==> src/rtl/mem_access_unit_if.sv <==
// Data-bus handshake between the memory access unit (master) and the memory system (slave).
interface mem_access_unit_if;
  logic        data_req;
  logic        data_wr;
  logic [1:0]  data_size;
  logic [31:0] data_addr;
  logic [31:0] data_wdata;
  logic [3:0]  data_wstrb;
  logic        data_addr_ok;
  logic        data_data_ok;
  logic [31:0] data_rdata;

  modport master (
    output data_req, data_wr, data_size, data_addr, data_wdata, data_wstrb,
    input  data_addr_ok, data_data_ok, data_rdata
  );

  modport slave (
    input  data_req, data_wr, data_size, data_addr, data_wdata, data_wstrb,
    output data_addr_ok, data_data_ok, data_rdata
  );
endinterface

==> src/rtl/mem_access_unit.sv <==
// M-stage load/store unit: alignment check, bus handshake FSM with pipeline stall,
// store lane steering, load extraction and a sticky bus-wait timeout flag.
module mem_access_unit #(
  parameter int unsigned MAX_WAIT = 255
) (
  input  logic        clk,
  input  logic        rst,
  input  logic        memenM,
  input  logic        memwriteM,
  input  logic [2:0]  memopM,
  input  logic [31:0] aluoutM,
  input  logic [31:0] writedataM,
  input  logic        flushM,
  input  logic        pipe_stall,
  output logic        stallM,
  output logic [31:0] readdataM,
  output logic        adelM,
  output logic        adesM,
  output logic        bus_err,
  mem_access_unit_if.master dbus
);

  typedef enum logic [2:0] {S_IDLE, S_REQ, S_WAIT, S_DONE, S_DRAIN} state_e;

  state_e      state_q, state_d;
  logic [7:0]  wait_cnt_q, wait_cnt_d;
  logic [31:0] captured_q, captured_d;
  logic [31:0] readdata_q, readdata_d;
  logic        bus_err_q, bus_err_d;

  logic        is_word, is_half, aligned, valid;
  logic [1:0]  size;
  logic [31:0] wdata;
  logic [3:0]  wstrb;
  logic        req, stall, count_en, fresh;

  function automatic logic [31:0] load_extract(input logic [2:0] op, input logic [1:0] lane,
                                               input logic [31:0] w);
    logic [7:0]  b;
    logic [15:0] h;
    b = 8'(w >> {lane, 3'b000});
    h = lane[1] ? w[31:16] : w[15:0];
    case (op)
      3'b001:  load_extract = {{16{h[15]}}, h};
      3'b010:  load_extract = {16'h0000, h};
      3'b011:  load_extract = {{24{b[7]}}, b};
      3'b100:  load_extract = {24'h000000, b};
      default: load_extract = w;
    endcase
  endfunction

  always_comb begin
    is_word = (memopM == 3'b000);
    is_half = (memopM == 3'b001) || (memopM == 3'b010);
    aligned = is_word ? (aluoutM[1:0] == 2'b00) : (is_half ? ~aluoutM[0] : 1'b1);
    size    = is_word ? 2'd2 : (is_half ? 2'd1 : 2'd0);
    valid   = memenM & ~flushM & aligned;
    adelM   = memenM & ~flushM & ~aligned & ~memwriteM;
    adesM   = memenM & ~flushM & ~aligned & memwriteM;
    case (size)
      2'd2: begin
        wdata = writedataM;
        wstrb = 4'b1111;
      end
      2'd1: begin
        wdata = {2{writedataM[15:0]}};
        wstrb = aluoutM[1] ? 4'b1100 : 4'b0011;
      end
      default: begin
        wdata = {4{writedataM[7:0]}};
        wstrb = 4'b0001 << aluoutM[1:0];
      end
    endcase
    if (!memwriteM) wstrb = '0;
  end

  always_comb begin
    state_d    = state_q;
    wait_cnt_d = wait_cnt_q;
    req        = 1'b0;
    stall      = 1'b0;
    count_en   = 1'b0;
    fresh      = 1'b0;
    captured_d = captured_q;
    case (state_q)
      S_IDLE: begin
        req   = valid;
        stall = valid;
        if (valid) begin
          state_d    = dbus.data_addr_ok ? S_WAIT : S_REQ;
          wait_cnt_d = '0;
        end
      end
      S_REQ: begin
        stall = 1'b1;
        // Flush withdraws the request in the same cycle so a late accept cannot orphan a transfer.
        if (flushM) begin
          state_d = S_IDLE;
        end else begin
          req = 1'b1;
          if (dbus.data_addr_ok) begin
            state_d    = S_WAIT;
            wait_cnt_d = '0;
          end else begin
            count_en = 1'b1;
          end
        end
      end
      S_WAIT: begin
        stall    = ~dbus.data_data_ok;
        count_en = 1'b1;
        if (dbus.data_data_ok) begin
          if (flushM) begin
            state_d = S_IDLE;
          end else if (pipe_stall) begin
            state_d    = S_DONE;
            captured_d = dbus.data_rdata;
            fresh      = 1'b1;
          end else begin
            state_d = S_IDLE;
            fresh   = 1'b1;
          end
        end else if (flushM) begin
          state_d = S_DRAIN;
        end
      end
      S_DONE: begin
        if (!pipe_stall) state_d = S_IDLE;
      end
      S_DRAIN: begin
        stall    = 1'b1;
        count_en = 1'b1;
        if (dbus.data_data_ok) state_d = S_IDLE;
      end
      default: state_d = S_IDLE;
    endcase
    if (count_en && wait_cnt_q != 8'hFF) wait_cnt_d = wait_cnt_q + 8'd1;
    bus_err_d = bus_err_q | (count_en && (32'(wait_cnt_d) >= MAX_WAIT));
  end

  always_comb begin
    readdata_d = readdata_q;
    if (fresh && !memwriteM)
      readdata_d = load_extract(memopM, aluoutM[1:0], dbus.data_rdata);
    else if (state_q == S_DONE && !memwriteM)
      readdata_d = load_extract(memopM, aluoutM[1:0], captured_q);
  end

  always_ff @(posedge clk or negedge rst) begin
    if (!rst) begin
      state_q    <= S_IDLE;
      wait_cnt_q <= '0;
      captured_q <= '0;
      readdata_q <= '0;
      bus_err_q  <= 1'b0;
    end else begin
      state_q    <= state_d;
      wait_cnt_q <= wait_cnt_d;
      captured_q <= captured_d;
      readdata_q <= readdata_d;
      bus_err_q  <= bus_err_d;
    end
  end

  assign stallM          = stall;
  assign readdataM       = readdata_d;
  assign bus_err         = bus_err_q;
  assign dbus.data_req   = req;
  assign dbus.data_wr    = memwriteM;
  assign dbus.data_size  = size;
  assign dbus.data_addr  = aluoutM;
  assign dbus.data_wdata = wdata;
  assign dbus.data_wstrb = wstrb;

endmodule

==> src/flat_wrapper.sv <==
// flat-port wrapper written by rule: the top's interface ports become plain ports
module mem_access_unit_flat 
#(
  parameter int unsigned MAX_WAIT = 255
)
  (clk, rst, memenM, memwriteM, memopM, aluoutM, writedataM, flushM, pipe_stall, stallM, readdataM, adelM, adesM, bus_err, dbus_data_req, dbus_data_wr, dbus_data_size, dbus_data_addr, dbus_data_wdata, dbus_data_wstrb, dbus_data_addr_ok, dbus_data_data_ok, dbus_data_rdata);
  mem_access_unit_if dbus_i ();
  input  logic clk;
  input  logic rst;
  input  logic memenM;
  input  logic memwriteM;
  input  logic [2:0] memopM;
  input  logic [31:0] aluoutM;
  input  logic [31:0] writedataM;
  input  logic flushM;
  input  logic pipe_stall;
  output logic stallM;
  output logic [31:0] readdataM;
  output logic adelM;
  output logic adesM;
  output logic bus_err;
  output wire logic [$bits(dbus_i.data_req)-1:0] dbus_data_req;
  output wire logic [$bits(dbus_i.data_wr)-1:0] dbus_data_wr;
  output wire logic [$bits(dbus_i.data_size)-1:0] dbus_data_size;
  output wire logic [$bits(dbus_i.data_addr)-1:0] dbus_data_addr;
  output wire logic [$bits(dbus_i.data_wdata)-1:0] dbus_data_wdata;
  output wire logic [$bits(dbus_i.data_wstrb)-1:0] dbus_data_wstrb;
  input wire logic [$bits(dbus_i.data_addr_ok)-1:0] dbus_data_addr_ok;
  input wire logic [$bits(dbus_i.data_data_ok)-1:0] dbus_data_data_ok;
  input wire logic [$bits(dbus_i.data_rdata)-1:0] dbus_data_rdata;
  assign dbus_data_req = dbus_i.data_req;
  assign dbus_data_wr = dbus_i.data_wr;
  assign dbus_data_size = dbus_i.data_size;
  assign dbus_data_addr = dbus_i.data_addr;
  assign dbus_data_wdata = dbus_i.data_wdata;
  assign dbus_data_wstrb = dbus_i.data_wstrb;
  assign dbus_i.data_addr_ok = dbus_data_addr_ok;
  assign dbus_i.data_data_ok = dbus_data_data_ok;
  assign dbus_i.data_rdata = dbus_data_rdata;
  mem_access_unit #(.MAX_WAIT(MAX_WAIT)) u_core (.clk(clk), .rst(rst), .memenM(memenM), .memwriteM(memwriteM), .memopM(memopM), .aluoutM(aluoutM), .writedataM(writedataM), .flushM(flushM), .pipe_stall(pipe_stall), .stallM(stallM), .readdataM(readdataM), .adelM(adelM), .adesM(adesM), .bus_err(bus_err), .dbus(dbus_i));
endmodule
==> config.mk <==
export PLATFORM = sky130hd
export DESIGN_NAME = mem_access_unit_flat
export DESIGN_NICKNAME = d
export VERILOG_FILES = /design/src/rtl/mem_access_unit_if.sv /design/src/rtl/mem_access_unit.sv /design/src/flat_wrapper.sv
export SDC_FILE = /design/constraint.sdc
export NUM_CORES = 1
export LEC_CHECK = 0
export ABC_CLOCK_PERIOD_IN_PS = 2400
export BUFFER_PORTS_ARGS = -buffer_cell sky130_fd_sc_hd__buf_2
export CORE_MARGIN = 1.5
export CORE_UTILIZATION = 25
export DETAILED_ROUTE_END_ITERATION = 10
export PLACE_DENSITY = 0.52
export SLEW_MARGIN = 15
export SYNTH_ARGS = -nofsm -noshare
export SYNTH_HDL_FRONTEND = slang
export SYNTH_SLANG_ARGS = --single-unit
==> constraint.sdc <==
create_clock -name clk -period 2.4 [get_ports clk]
set_input_delay 0.12 -clock clk [delete_from_list [all_inputs] [get_ports clk]]
set_output_delay 0.12 -clock clk [all_outputs]
set_load 0.005 [all_outputs]
==> flow_metrics.env <==
export IMPL_r2r_slack_ps=250
export IMPL_place_ws_ps=197
export IMPL_num_vias=5448
export IMPL_fin_ws_ps=74.2
export IMPL_synth_cell_type_count=63
export IMPL_synth_avg_cell_area_sq_um=8.56
export IMPL_arrival_ps=2210
export IMPL_tightest_slew_ps=1010
export IMPL_hold_violations=0
export IMPL_rsz0062_at_grt="no"
export IMPL_critPathRequiredTime_ps=2280
export IMPL_synth_top_family_by_area="compound AO/OA/AOI/OAI gates"
export IMPL_postLayoutCellArea_sq_mm=0.00689
export IMPL_leakage_nw=3.16
export IMPL_critical_path_max_stage_delay_ps=440
export IMPL_fillers=2393
export IMPL_die_area_sq_mm=0.0233
export IMPL_vias_per_cell=5.14
export IMPL_cts_buffer_depth=2
export IMPL_wl_per_cell_um=17.6
export IMPL_synth_warning_count=0
export IMPL_fin_nets=882
export IMPL_final_common_cell="buf_2"
export IMPL_timing_fmax_mhz=430
export IMPL_syn_num_nets=762
export IMPL_clk_pin_slew_worst_paths_ps=60
export IMPL_synthArstFlopShare=1.00
export IMPL_crit_chain="mux2_2 -> mux2i_1 -> o21ai_1 -> buf_4 -> a221oi_1 -> a211oi_1 -> buf_2"
export IMPL_max_slew_margin=0.318
export IMPL_dpl_instance_area_sq_mm=0.00657
export IMPL_ant_nets=0
export IMPL_critical_path_top_delay_family="compound AO/OA/AOI/OAI gates"
export IMPL_synth_compound_area_frac=0.268
export IMPL_fin_skew_ps=4.39
export IMPL_routed_wl_um=18600
export IMPL_portBuffers=154
export IMPL_grt_pass1_wl_um=29800
export IMPL_cpMaxStageDelayCell="dfrtp_1"
export IMPL_root_buffer="clkbuf_16"
export IMPL_fp_dieW_um=153
export IMPL_seq_area_frac_synth=0.340
export IMPL_overflow=0
export IMPL_muxShareOfSynthArea=0.135
export IMPL_period_share=0.969
export IMPL_insertion_delay_ps=350
export IMPL_antennaDiodeCount=0
export IMPL_drv_cap=0
export IMPL_drtIter0Drc=326
export IMPL_setup_violations=0
export IMPL_synth_top_area_share=0.340
export IMPL_cp_depth=7
export IMPL_top_level_ports=215
export IMPL_synth_flop_cell="dfrtp_1"
export IMPL_maxSlewViolCount=0
export IMPL_gr_usage_all_layers=0.159
export IMPL_core_sq_mm=0.0219
export IMPL_final_layout_size_suffix_gt1_frac=0.350
export IMPL_critPathBufInv=2
export IMPL_synthCells=654
export IMPL_drc=0
export IMPL_ys_top_cells_by_area="dfrtp_1 34%, mux2_2 8.8%, buf_4 5.6%, a21oi_1 5.1%, o21ai_0 5.1%"
export IMPL_end_kind="primary output"
export IMPL_synth_edff_count=0
export IMPL_path_class="reg2out"
export IMPL_fin_crit_ps=2330
export IMPL_antenna_found_initial=0
export IMPL_yosys_area_share_xor_xnor=0.00626
export IMPL_outcome="finished clean"
export IMPL_ys_ff_latch=76
export IMPL_area_growth_pct=23.0
export IMPL_syn_area_sq_mm=0.00560
export IMPL_synth_adder_area_share=0.00760
export IMPL_gp_congestion=0.807
export IMPL_cp_start_kind="flip-flop"
export IMPL_rows=54
export IMPL_ir_worst_vdd_mv=0.502
export IMPL_cts_made_buffers=9
export IMPL_postCtsSetupBuffers=0
export IMPL_cp_max_fo=8
export IMPL_fin_tns_setup_ps=0
export IMPL_min_delay_path_depth=3
export IMPL_yosys_area_share_simple=0.143
export IMPL_hp_class="in2reg"
export IMPL_start_util=0.256
export IMPL_r2r_cells=6
export IMPL_cts_tree="done"
export IMPL_mostFrequentLayoutCells="153 x buf_2, 76 x dfrtp_1, 58 x nand2_1"
export IMPL_cts_max_level=3
export IMPL_dp_hpwl_um=14000
export IMPL_grt_max_degree=46
export IMPL_cts_sinks=76
export IMPL_p_per_area_mw_per_mm2=829
export IMPL_grt_pass1_vias=5184
export IMPL_first_pass_iters=4
export IMPL_synth_top_cell_by_area="dfrtp_1"
export IMPL_fp_dieH_um=153
==> Yosys cell counts, drive strengths merged (3+ instances only) <==
| library cell | count |
|---|---|
| nand2 | 58 |
| a21boi | 3 |
| o311ai | 5 |
| buf | 61 |
| o21ai | 61 |
| mux2i | 26 |
| a211oi | 12 |
| mux2 | 44 |
| nor3 | 7 |
| nand3 | 4 |
| clkbuf | 29 |
| dfrtp | 76 |
| o21a | 5 |
| inv | 12 |
| nor3b | 6 |
| o22ai | 23 |
| a221oi | 13 |
| nand2b | 6 |
| a22o | 8 |
| nor2 | 47 |
| a21oi | 59 |
| a211o | 10 |
| o211ai | 16 |
| nor2b | 18 |
| maj3 | 3 |
| and2 | 3 |
| o21bai | 3 |
==> power breakdown <==
group | switching [mW] | leakage (nW) | internal (mW)
Combinational | 1.12 | 2.07 | 1.05
Sequential | 0.360 | 0.948 | 1.85
Clock | 0.574 | 0.142 | 0.759
Total | 2.05 | 3.16 | 3.66
==> layout make-up <==
| cell class | count | area [sq um] | area share |
|---|---|---|---|
| Multi-Input combinational cell | 476 | 3160 | 0.459 |
| Sequential cell | 76 | 1900 | 0.276 |
| Timing Repair Buffer | 199 | 1140 | 0.166 |
| Tap cell | 280 | 350 | 0.0509 |
| Clock buffer | 11 | 253 | 0.0367 |
| Inverter | 12 | 45.0 | 0.00654 |
| Clock inverter | 5 | 35.0 | 0.00509 |
==> flip-flops by register name, summed over array words and instances (netlist names) <==
name,flops
u_core.bus_err,1
u_core.captured_q,32
u_core.readdata_q,32
u_core.state_q,3
u_core.wait_cnt_q,8
==> timing repair <==
item | CTS | global route
setup endpoints to repair | 28 | 31
pin swaps | 0 | 1
gates resized for setup | 2 | 4
hold endpoints to repair | 31 | 0
hold buffers | 1 | 0
==> metrics by stage <==
stage          total power [mW]  std cells  utilization  hold slack [ps]
2_1_floorplan              3.49        654            -             -176
3_3_place_gp               4.39       1042        0.300              102
3_5_place_dp               4.41       1042        0.300              102
4_1_cts                    5.78       1059        0.314             6.83
5_1_grt                    6.14       1059        0.315             15.7
6_report                   5.71       1059        0.315             13.4
==> logic make-up after synthesis <==
group                    Yosys count
AO/OA/AOI/OAI                    232
AND/OR/NAND/NOR                  166
buffers and inverters            102
flip-flops                        76
multiplexers                      70
XOR/XNOR                           4
adder cells (fa/ha/maj)            4
==> final timing paths <==
kind,start,to
min in group asynchronous,rst,u_core.captured_q[21]
min,dbus_data_rdata[2],u_core.captured_q[2]
max in group asynchronous,rst,u_core.readdata_q[9]
max reg2reg,u_core.state_q[2],u_core.wait_cnt_q[5]
max,u_core.captured_q[31],readdataM[11]
min reg2reg,u_core.bus_err,u_core.bus_err
==> tightest hold or removal path: cells and delay by family <==
kind,cells,cell delay (ps)
AOI/OAI and AO/OA,1,60
buffers and inverters,1,90
and+or+nand+nor,1,40
==> layer usage <==
layer | wire length [um] | global-route usage
met5 | 0 | 0
met3 | 929 | 0.0336
met2 | 8660 | 0.247
met4 | 370 | 0.0394
met1 | 8680 | 0.224
Power figures use the tool's default switching activity.
